$ cat config.mk
export PLATFORM = sky130hd
export DESIGN_NAME = axis_frame_sink_flat
export DESIGN_NICKNAME = d
export VERILOG_FILES = /design/src/rtl/axis_frame_sink_if.sv /design/src/rtl/axis_frame_sink.sv /design/src/flat_wrapper.sv
export SDC_FILE = /design/constraint.sdc
export NUM_CORES = 2
export LEC_CHECK = 0
export CORE_ASPECT_RATIO = 0.75
export CORE_UTILIZATION = 55
export CTS_CLUSTER_DIAMETER = 40
export DETAILED_ROUTE_END_ITERATION = 7
export DONT_BUFFER_PORTS = 1
export GPL_TIMING_DRIVEN = 1
export HOLD_SLACK_MARGIN = 0.1
export PLACE_DENSITY = 0.73
export SLEW_MARGIN = 20
export SYNTH_ARGS = -nofsm -noshare
export SYNTH_HDL_FRONTEND = slang
export SYNTH_SLANG_ARGS = --single-unit
$ cat constraint.sdc
create_clock -name clk -period 2.6 [get_ports clk]
set_input_delay 0.52 -clock clk [delete_from_list [all_inputs] [get_ports clk]]
set_output_delay 0.52 -clock clk [all_outputs]
set_load 0.05 [all_outputs]
$ cat src/rtl/axis_frame_sink_if.sv
// AXI4-Stream beat bundle shared by the frame sink and its upstream source.
// The master drives the beat; the slave returns tready.
interface axis_frame_sink_if #(
    parameter int DATA_WIDTH = 8,
    parameter int KEEP_WIDTH = DATA_WIDTH / 8,
    parameter int USER_WIDTH = 1
);
    logic [DATA_WIDTH-1:0] tdata;
    logic [KEEP_WIDTH-1:0] tkeep;
    logic                  tvalid;
    logic                  tready;
    logic                  tlast;
    logic [USER_WIDTH-1:0] tuser;

    modport master (
        output tdata,
        output tkeep,
        output tvalid,
        output tlast,
        output tuser,
        input  tready
    );

    modport slave (
        input  tdata,
        input  tkeep,
        input  tvalid,
        input  tlast,
        input  tuser,
        output tready
    );
endinterface

$ cat src/rtl/axis_frame_sink.sv
// AXI4-Stream receive endpoint: stores one frame, publishes a descriptor and
// holds the buffer until the consumer releases it; registered read port.
module axis_frame_sink #(
    parameter int DATA_WIDTH = 8,
    parameter int KEEP_WIDTH = DATA_WIDTH / 8,
    parameter int USER_WIDTH = 1,
    parameter int DEPTH      = 256,
    parameter int ADDR_WIDTH = $clog2(DEPTH)
) (
    input  logic                  clk,
    input  logic                  rstn,
    input  logic                  rstn_local,
    axis_frame_sink_if.slave      s_axis,
    output logic                  frame_valid,
    input  logic                  frame_ready,
    output logic [ADDR_WIDTH:0]   frame_len,
    output logic [KEEP_WIDTH-1:0] frame_keep,
    output logic                  frame_err,
    output logic                  frame_ovf,
    input  logic [ADDR_WIDTH-1:0] rd_addr,
    output logic [DATA_WIDTH-1:0] rd_data
);

    typedef enum logic [0:0] {
        RECV = 1'b0,
        HOLD = 1'b1
    } state_e;

    localparam logic [ADDR_WIDTH:0] DEPTH_CNT = (ADDR_WIDTH + 1)'(DEPTH);
    localparam logic [ADDR_WIDTH:0] ONE_CNT   = (ADDR_WIDTH + 1)'(1);

    state_e                  state_q;
    state_e                  state_d;
    logic                    run_q;
    logic [ADDR_WIDTH:0]     wr_cnt_q;
    logic [ADDR_WIDTH:0]     wr_cnt_d;
    logic                    err_acc_q;
    logic                    err_acc_d;
    logic                    ovf_acc_q;
    logic                    ovf_acc_d;
    logic [ADDR_WIDTH:0]     len_q;
    logic [ADDR_WIDTH:0]     len_d;
    logic [KEEP_WIDTH-1:0]   keep_q;
    logic [KEEP_WIDTH-1:0]   keep_d;
    logic                    ferr_q;
    logic                    ferr_d;
    logic                    fovf_q;
    logic                    fovf_d;
    logic [DATA_WIDTH-1:0]   rd_data_q;
    logic [DATA_WIDTH-1:0]   mem [DEPTH];

    logic                    clr_s;
    logic                    tready_s;
    logic                    accept_s;
    logic                    room_s;
    logic                    store_s;

    // run_q keeps tready low for the cycle the clear is applied
    assign clr_s    = ~rstn | ~rstn_local;
    assign tready_s = (state_q == RECV) & run_q;
    assign accept_s = s_axis.tvalid & tready_s;
    assign room_s   = (wr_cnt_q < DEPTH_CNT);
    assign store_s  = accept_s & room_s;

    assign s_axis.tready = tready_s;
    assign frame_valid   = (state_q == HOLD);
    assign frame_len     = len_q;
    assign frame_keep    = keep_q;
    assign frame_err     = ferr_q;
    assign frame_ovf     = fovf_q;
    assign rd_data       = rd_data_q;

    // Next-state, accumulator and descriptor-latch logic
    always_comb begin
        state_d   = state_q;
        wr_cnt_d  = wr_cnt_q;
        err_acc_d = err_acc_q;
        ovf_acc_d = ovf_acc_q;
        len_d     = len_q;
        keep_d    = keep_q;
        ferr_d    = ferr_q;
        fovf_d    = fovf_q;
        case (state_q)
            RECV: begin
                if (accept_s) begin
                    if (room_s) begin
                        wr_cnt_d = wr_cnt_q + ONE_CNT;
                    end else begin
                        ovf_acc_d = 1'b1;
                    end
                    err_acc_d = err_acc_q | s_axis.tuser[0];
                    if (s_axis.tlast) begin
                        len_d   = wr_cnt_d;
                        keep_d  = s_axis.tkeep;
                        ferr_d  = err_acc_d;
                        fovf_d  = ovf_acc_d;
                        state_d = HOLD;
                    end else begin
                        state_d = RECV;
                    end
                end else begin
                    state_d = RECV;
                end
            end
            HOLD: begin
                if (frame_ready) begin
                    state_d   = RECV;
                    wr_cnt_d  = '0;
                    err_acc_d = 1'b0;
                    ovf_acc_d = 1'b0;
                end else begin
                    state_d = HOLD;
                end
            end
            default: begin
                state_d = RECV;
            end
        endcase
    end

    // Control and descriptor registers; either reset clears them
    always_ff @(posedge clk) begin
        if (clr_s) begin
            state_q   <= RECV;
            run_q     <= 1'b0;
            wr_cnt_q  <= '0;
            err_acc_q <= 1'b0;
            ovf_acc_q <= 1'b0;
            len_q     <= '0;
            keep_q    <= '0;
            ferr_q    <= 1'b0;
            fovf_q    <= 1'b0;
        end else begin
            state_q   <= state_d;
            run_q     <= 1'b1;
            wr_cnt_q  <= wr_cnt_d;
            err_acc_q <= err_acc_d;
            ovf_acc_q <= ovf_acc_d;
            len_q     <= len_d;
            keep_q    <= keep_d;
            ferr_q    <= ferr_d;
            fovf_q    <= fovf_d;
        end
    end

    // Frame buffer write; beats beyond DEPTH are dropped
    always_ff @(posedge clk) begin
        if (store_s) begin
            mem[wr_cnt_q[ADDR_WIDTH-1:0]] <= s_axis.tdata;
        end
    end

    // Registered read port, cleared only by the global reset
    always_ff @(posedge clk) begin
        if (!rstn) begin
            rd_data_q <= '0;
        end else begin
            rd_data_q <= mem[rd_addr];
        end
    end

endmodule

$ cat src/flat_wrapper.sv
// flat-port wrapper written by rule: the top's interface ports become plain ports
module axis_frame_sink_flat 
#(
    parameter int DATA_WIDTH = 8,
    parameter int KEEP_WIDTH = DATA_WIDTH / 8,
    parameter int USER_WIDTH = 1,
    parameter int DEPTH      = 256,
    parameter int ADDR_WIDTH = $clog2(DEPTH)
)
  (clk, rstn, rstn_local, frame_valid, frame_ready, frame_len, frame_keep, frame_err, frame_ovf, rd_addr, rd_data, s_axis_tdata, s_axis_tkeep, s_axis_tvalid, s_axis_tlast, s_axis_tuser, s_axis_tready);
  axis_frame_sink_if #(.DATA_WIDTH(DATA_WIDTH), .KEEP_WIDTH(KEEP_WIDTH), .USER_WIDTH(USER_WIDTH)) s_axis_i ();
  input  logic clk;
  input  logic rstn;
  input  logic rstn_local;
  output logic frame_valid;
  input  logic frame_ready;
  output logic [ADDR_WIDTH:0] frame_len;
  output logic [KEEP_WIDTH-1:0] frame_keep;
  output logic frame_err;
  output logic frame_ovf;
  input  logic [ADDR_WIDTH-1:0] rd_addr;
  output logic [DATA_WIDTH-1:0] rd_data;
  input wire logic [$bits(s_axis_i.tdata)-1:0] s_axis_tdata;
  input wire logic [$bits(s_axis_i.tkeep)-1:0] s_axis_tkeep;
  input wire logic [$bits(s_axis_i.tvalid)-1:0] s_axis_tvalid;
  input wire logic [$bits(s_axis_i.tlast)-1:0] s_axis_tlast;
  input wire logic [$bits(s_axis_i.tuser)-1:0] s_axis_tuser;
  output wire logic [$bits(s_axis_i.tready)-1:0] s_axis_tready;
  assign s_axis_i.tdata = s_axis_tdata;
  assign s_axis_i.tkeep = s_axis_tkeep;
  assign s_axis_i.tvalid = s_axis_tvalid;
  assign s_axis_i.tlast = s_axis_tlast;
  assign s_axis_i.tuser = s_axis_tuser;
  assign s_axis_tready = s_axis_i.tready;
  axis_frame_sink #(.DATA_WIDTH(DATA_WIDTH), .KEEP_WIDTH(KEEP_WIDTH), .USER_WIDTH(USER_WIDTH), .DEPTH(DEPTH), .ADDR_WIDTH(ADDR_WIDTH)) u_core (.clk(clk), .rstn(rstn), .rstn_local(rstn_local), .s_axis(s_axis_i), .frame_valid(frame_valid), .frame_ready(frame_ready), .frame_len(frame_len), .frame_keep(frame_keep), .frame_err(frame_err), .frame_ovf(frame_ovf), .rd_addr(rd_addr), .rd_data(rd_data));
endmodule
==> run summary <==
PortBufs = 0
DRT Pass-1 Iters = 8
Core Area = 146000 µm²
Crit path time final = 3.57 ns
Max-slew violation count = 282
Antenna viol nets, final = 0
Routed vias = 43700
Seq/Total Area, Yosys = 0.764
RSZ-0062 raised after global routing = no
Most numerous cell in the Yosys netlist = edfxtp_1
Non-filler cells, final = 6526
Initial core utilization = 0.557
Pin count of the biggest net entering global routing = 539
Hold Vio Cnt, Final = 140
Startpoint Class = input pin
Post-Route WL = 221000 µm
Ys flop type = edfxtp_1
Mapped Avg Cell Area = 20.3 µm²
Failing checks = negative hold slack, max-slew violations, negative setup slack
Crit path kind = in -> reg
Post-Syn Instances = 4012
Worst hold path class = in -> reg
Dpl cells = 6126
H-tree depth = 4
First-pass GRT wire length = 304000 µm
Clock Latency Late Sink = 0.85 ns
Worst Tran Pin Value = 2.46 ns
Drt wl/cell = 33.8 µm
Skew final = 0.0308 ns
Yosys top cell area share = 0.756
Placed cell areas = 85700 µm²
Die area = 149000 µm²
Root Buffer = clkbuf_16
Clk sinks = 2081
Grt ovf = 0
Setup WS post-layout = -0.974 ns
Hold_ws = -0.214 ns
GPL Wtd Cong = 0.918
# fillers = 9679
Final setup violation count = 8
Most common library cells after synthesis = edfxtp_1, mux4_2, nor2_1
Post-route cell area = 92900 µm²
Inserted Clock Buffers = 194
Post-DP HPWL = 123000 µm
Maximum clock path buffer count = 3
Initial DRC count = 6755
Net count, final = 4420
DRC = 0
Area delta synth->final = 14.2%
Layout cells sized above 1 = 0.261
Clock Pin Slew Worst Setup and Hold Paths = 0.07 ns
CTS tree = built
Die X = 446 µm
Fmax achieved = 280 MHz
Count of different cell masters after synthesis = 71
Multi-input gate area = 17800 µm²
Maximum vdd drop = 0.000684 V
Ports = 46
Max-Cap Viols = 0
Outcome = complete, but fails checks
Pwr Total = 68.5 mW
Pre-CTS setup slack = -0.579 ns
Leakage power = 29.8 nW
Syn_nets = 4040
Worst EP required = 3.31 ns
FF+latch count, synth = 2081
FF/Latch Area = 62200 µm²
WP data arrival = 4.28 ns
Ys Warns = 0
Worst Setup End Kind = register
GRT Resource Usage Total = 0.289
Vias in the first global route = 41900
Synth area leaders = edfxtp_1, mux4_2, mux2i_1
Slew headroom = -0.642
Die Ht = 335 µm
Worst-path fanout max = 461
Post-synth ARST share = 0
Core Rows = 121
Final period util = 1.37
Initial antenna violation count = 5
Dominant cell type by area after synthesis = edfxtp_1
Setup total negative slack = -5.55 ns
Post-CTS Setup Bufs = 0
Routed vias/inst = 6.70
Final core utilization = 0.637
Post-synth EDFFs = 2048
Post-Syn Area = 81400 µm²
PD cells = 737 nW/µm²
## final timing paths
check                                        to                             from  depth (start not counted)  slack [ns]
setup / recovery   u_core.rd_data[1]$_SDFF_PN0_                       rd_addr[1]                          7       -0.97
hold / removal     u_core.mem[188][1]$_DFFE_PP_                  s_axis_tdata[1]                          0       -0.21
setup reg to reg   u_core.mem[231][0]$_DFFE_PP_  u_core.wr_cnt_q[4]$_SDFFE_PN0P_                          5        0.02
hold reg to reg   u_core.ovf_acc_q$_SDFFE_PN0P_    u_core.ovf_acc_q$_SDFFE_PN0P_                          2        0.53
## cell usage in the layout, fill, tap and decap left out, types with 17 or more instances in the layout
| master | Yosys | final |
|---|---|---|
| edfxtp_1 | 2048 | 2048 |
| mux4_2 | 379 | 379 |
| buf_4 | 23 | 359 |
| mux2i_1 | 279 | 279 |
| nor2_1 | 298 | 256 |
| clkbuf_16 | 0 | 206 |
| o221ai_1 | 88 | 88 |
| o22ai_1 | 75 | 75 |
| nand2_1 | 67 | 67 |
| a21oi_1 | 65 | 65 |
| a22oi_1 | 64 | 64 |
| nand3_1 | 49 | 48 |
| clkinv_2 | 0 | 41 |
| o21ai_0 | 37 | 36 |
| nor2_2 | 1 | 33 |
| a211oi_1 | 36 | 33 |
| dfxtp_1 | 33 | 33 |
| buf_12 | 21 | 32 |
| clkbuf_1 | 106 | 31 |
| nor3_1 | 29 | 28 |
| clkinv_1 | 0 | 25 |
| bufinv_16 | 0 | 17 |
## routing by layer
layer | GRT usage | wire length (µm)
met4 | 0.102 | 7310
met3 | 0.0968 | 32700
met5 | 0 | 40
met1 | 0.424 | 85400
met2 | 0.406 | 95300
## power by group
group          switching [mW]  total, mW  leakage, nW  internal [mW]
clock network            12.7       28.6         3.15           16.0
registers               0.119       37.0         18.7           36.8
logic                    1.67       2.88         8.01           1.22
total                    14.5       68.5         29.8           54.0
## sequential cells by signal, summed over array words and instances (netlist names)
| register | flops |
|---|---|
| u_core.err_acc_q | 1 |
| u_core.mem | 2048 |
| u_core.frame_ovf | 1 |
| u_core.frame_keep | 1 |
| u_core.frame_len | 9 |
| u_core.rd_data | 8 |
| u_core.wr_cnt_q | 9 |
| u_core.ovf_acc_q | 1 |
| u_core.frame_err | 1 |
| u_core.run_q | 1 |
| u_core.frame_valid | 1 |
## what timing repair did
item / in CTS / in global routing
gates resized for setup: 0 / 21
gates cloned: 0 / 12
setup endpoints to repair: 4 / 88
hold endpoints to repair: 2071 / 1217
hold buffers: 12 / 9
## cell families after synthesis
family,count (synthesis),share of synthesized area
simple gates,537,0.0297
compound gates,450,0.0399
mux,682,0.144
buf+inv,251,0.0207
fa+ha+maj,4,0.000615
flops,2081,0.764
xor+xnor,7,0.000754
## cell type report
class,instances,area share
repair buffers,429,0.0444
well taps,1968,0.0265
clock inverters,118,0.0132
inverters,6,0.000269
diodes,4,0.000108
flip-flops and latches,2081,0.669
clock buffers,240,0.0556
multi-input cells,1680,0.191
## worst max-delay path, cell delays in order
cell and delay (ns):
mux4_2 1.38, and2_1 0.20, a211oi_1 0.23, o21ai_1 0.23
buf_4 0.22, nand4b_1 0.20, o22ai_1 0.13
Note: power is estimated with default switching activity, not from simulation.
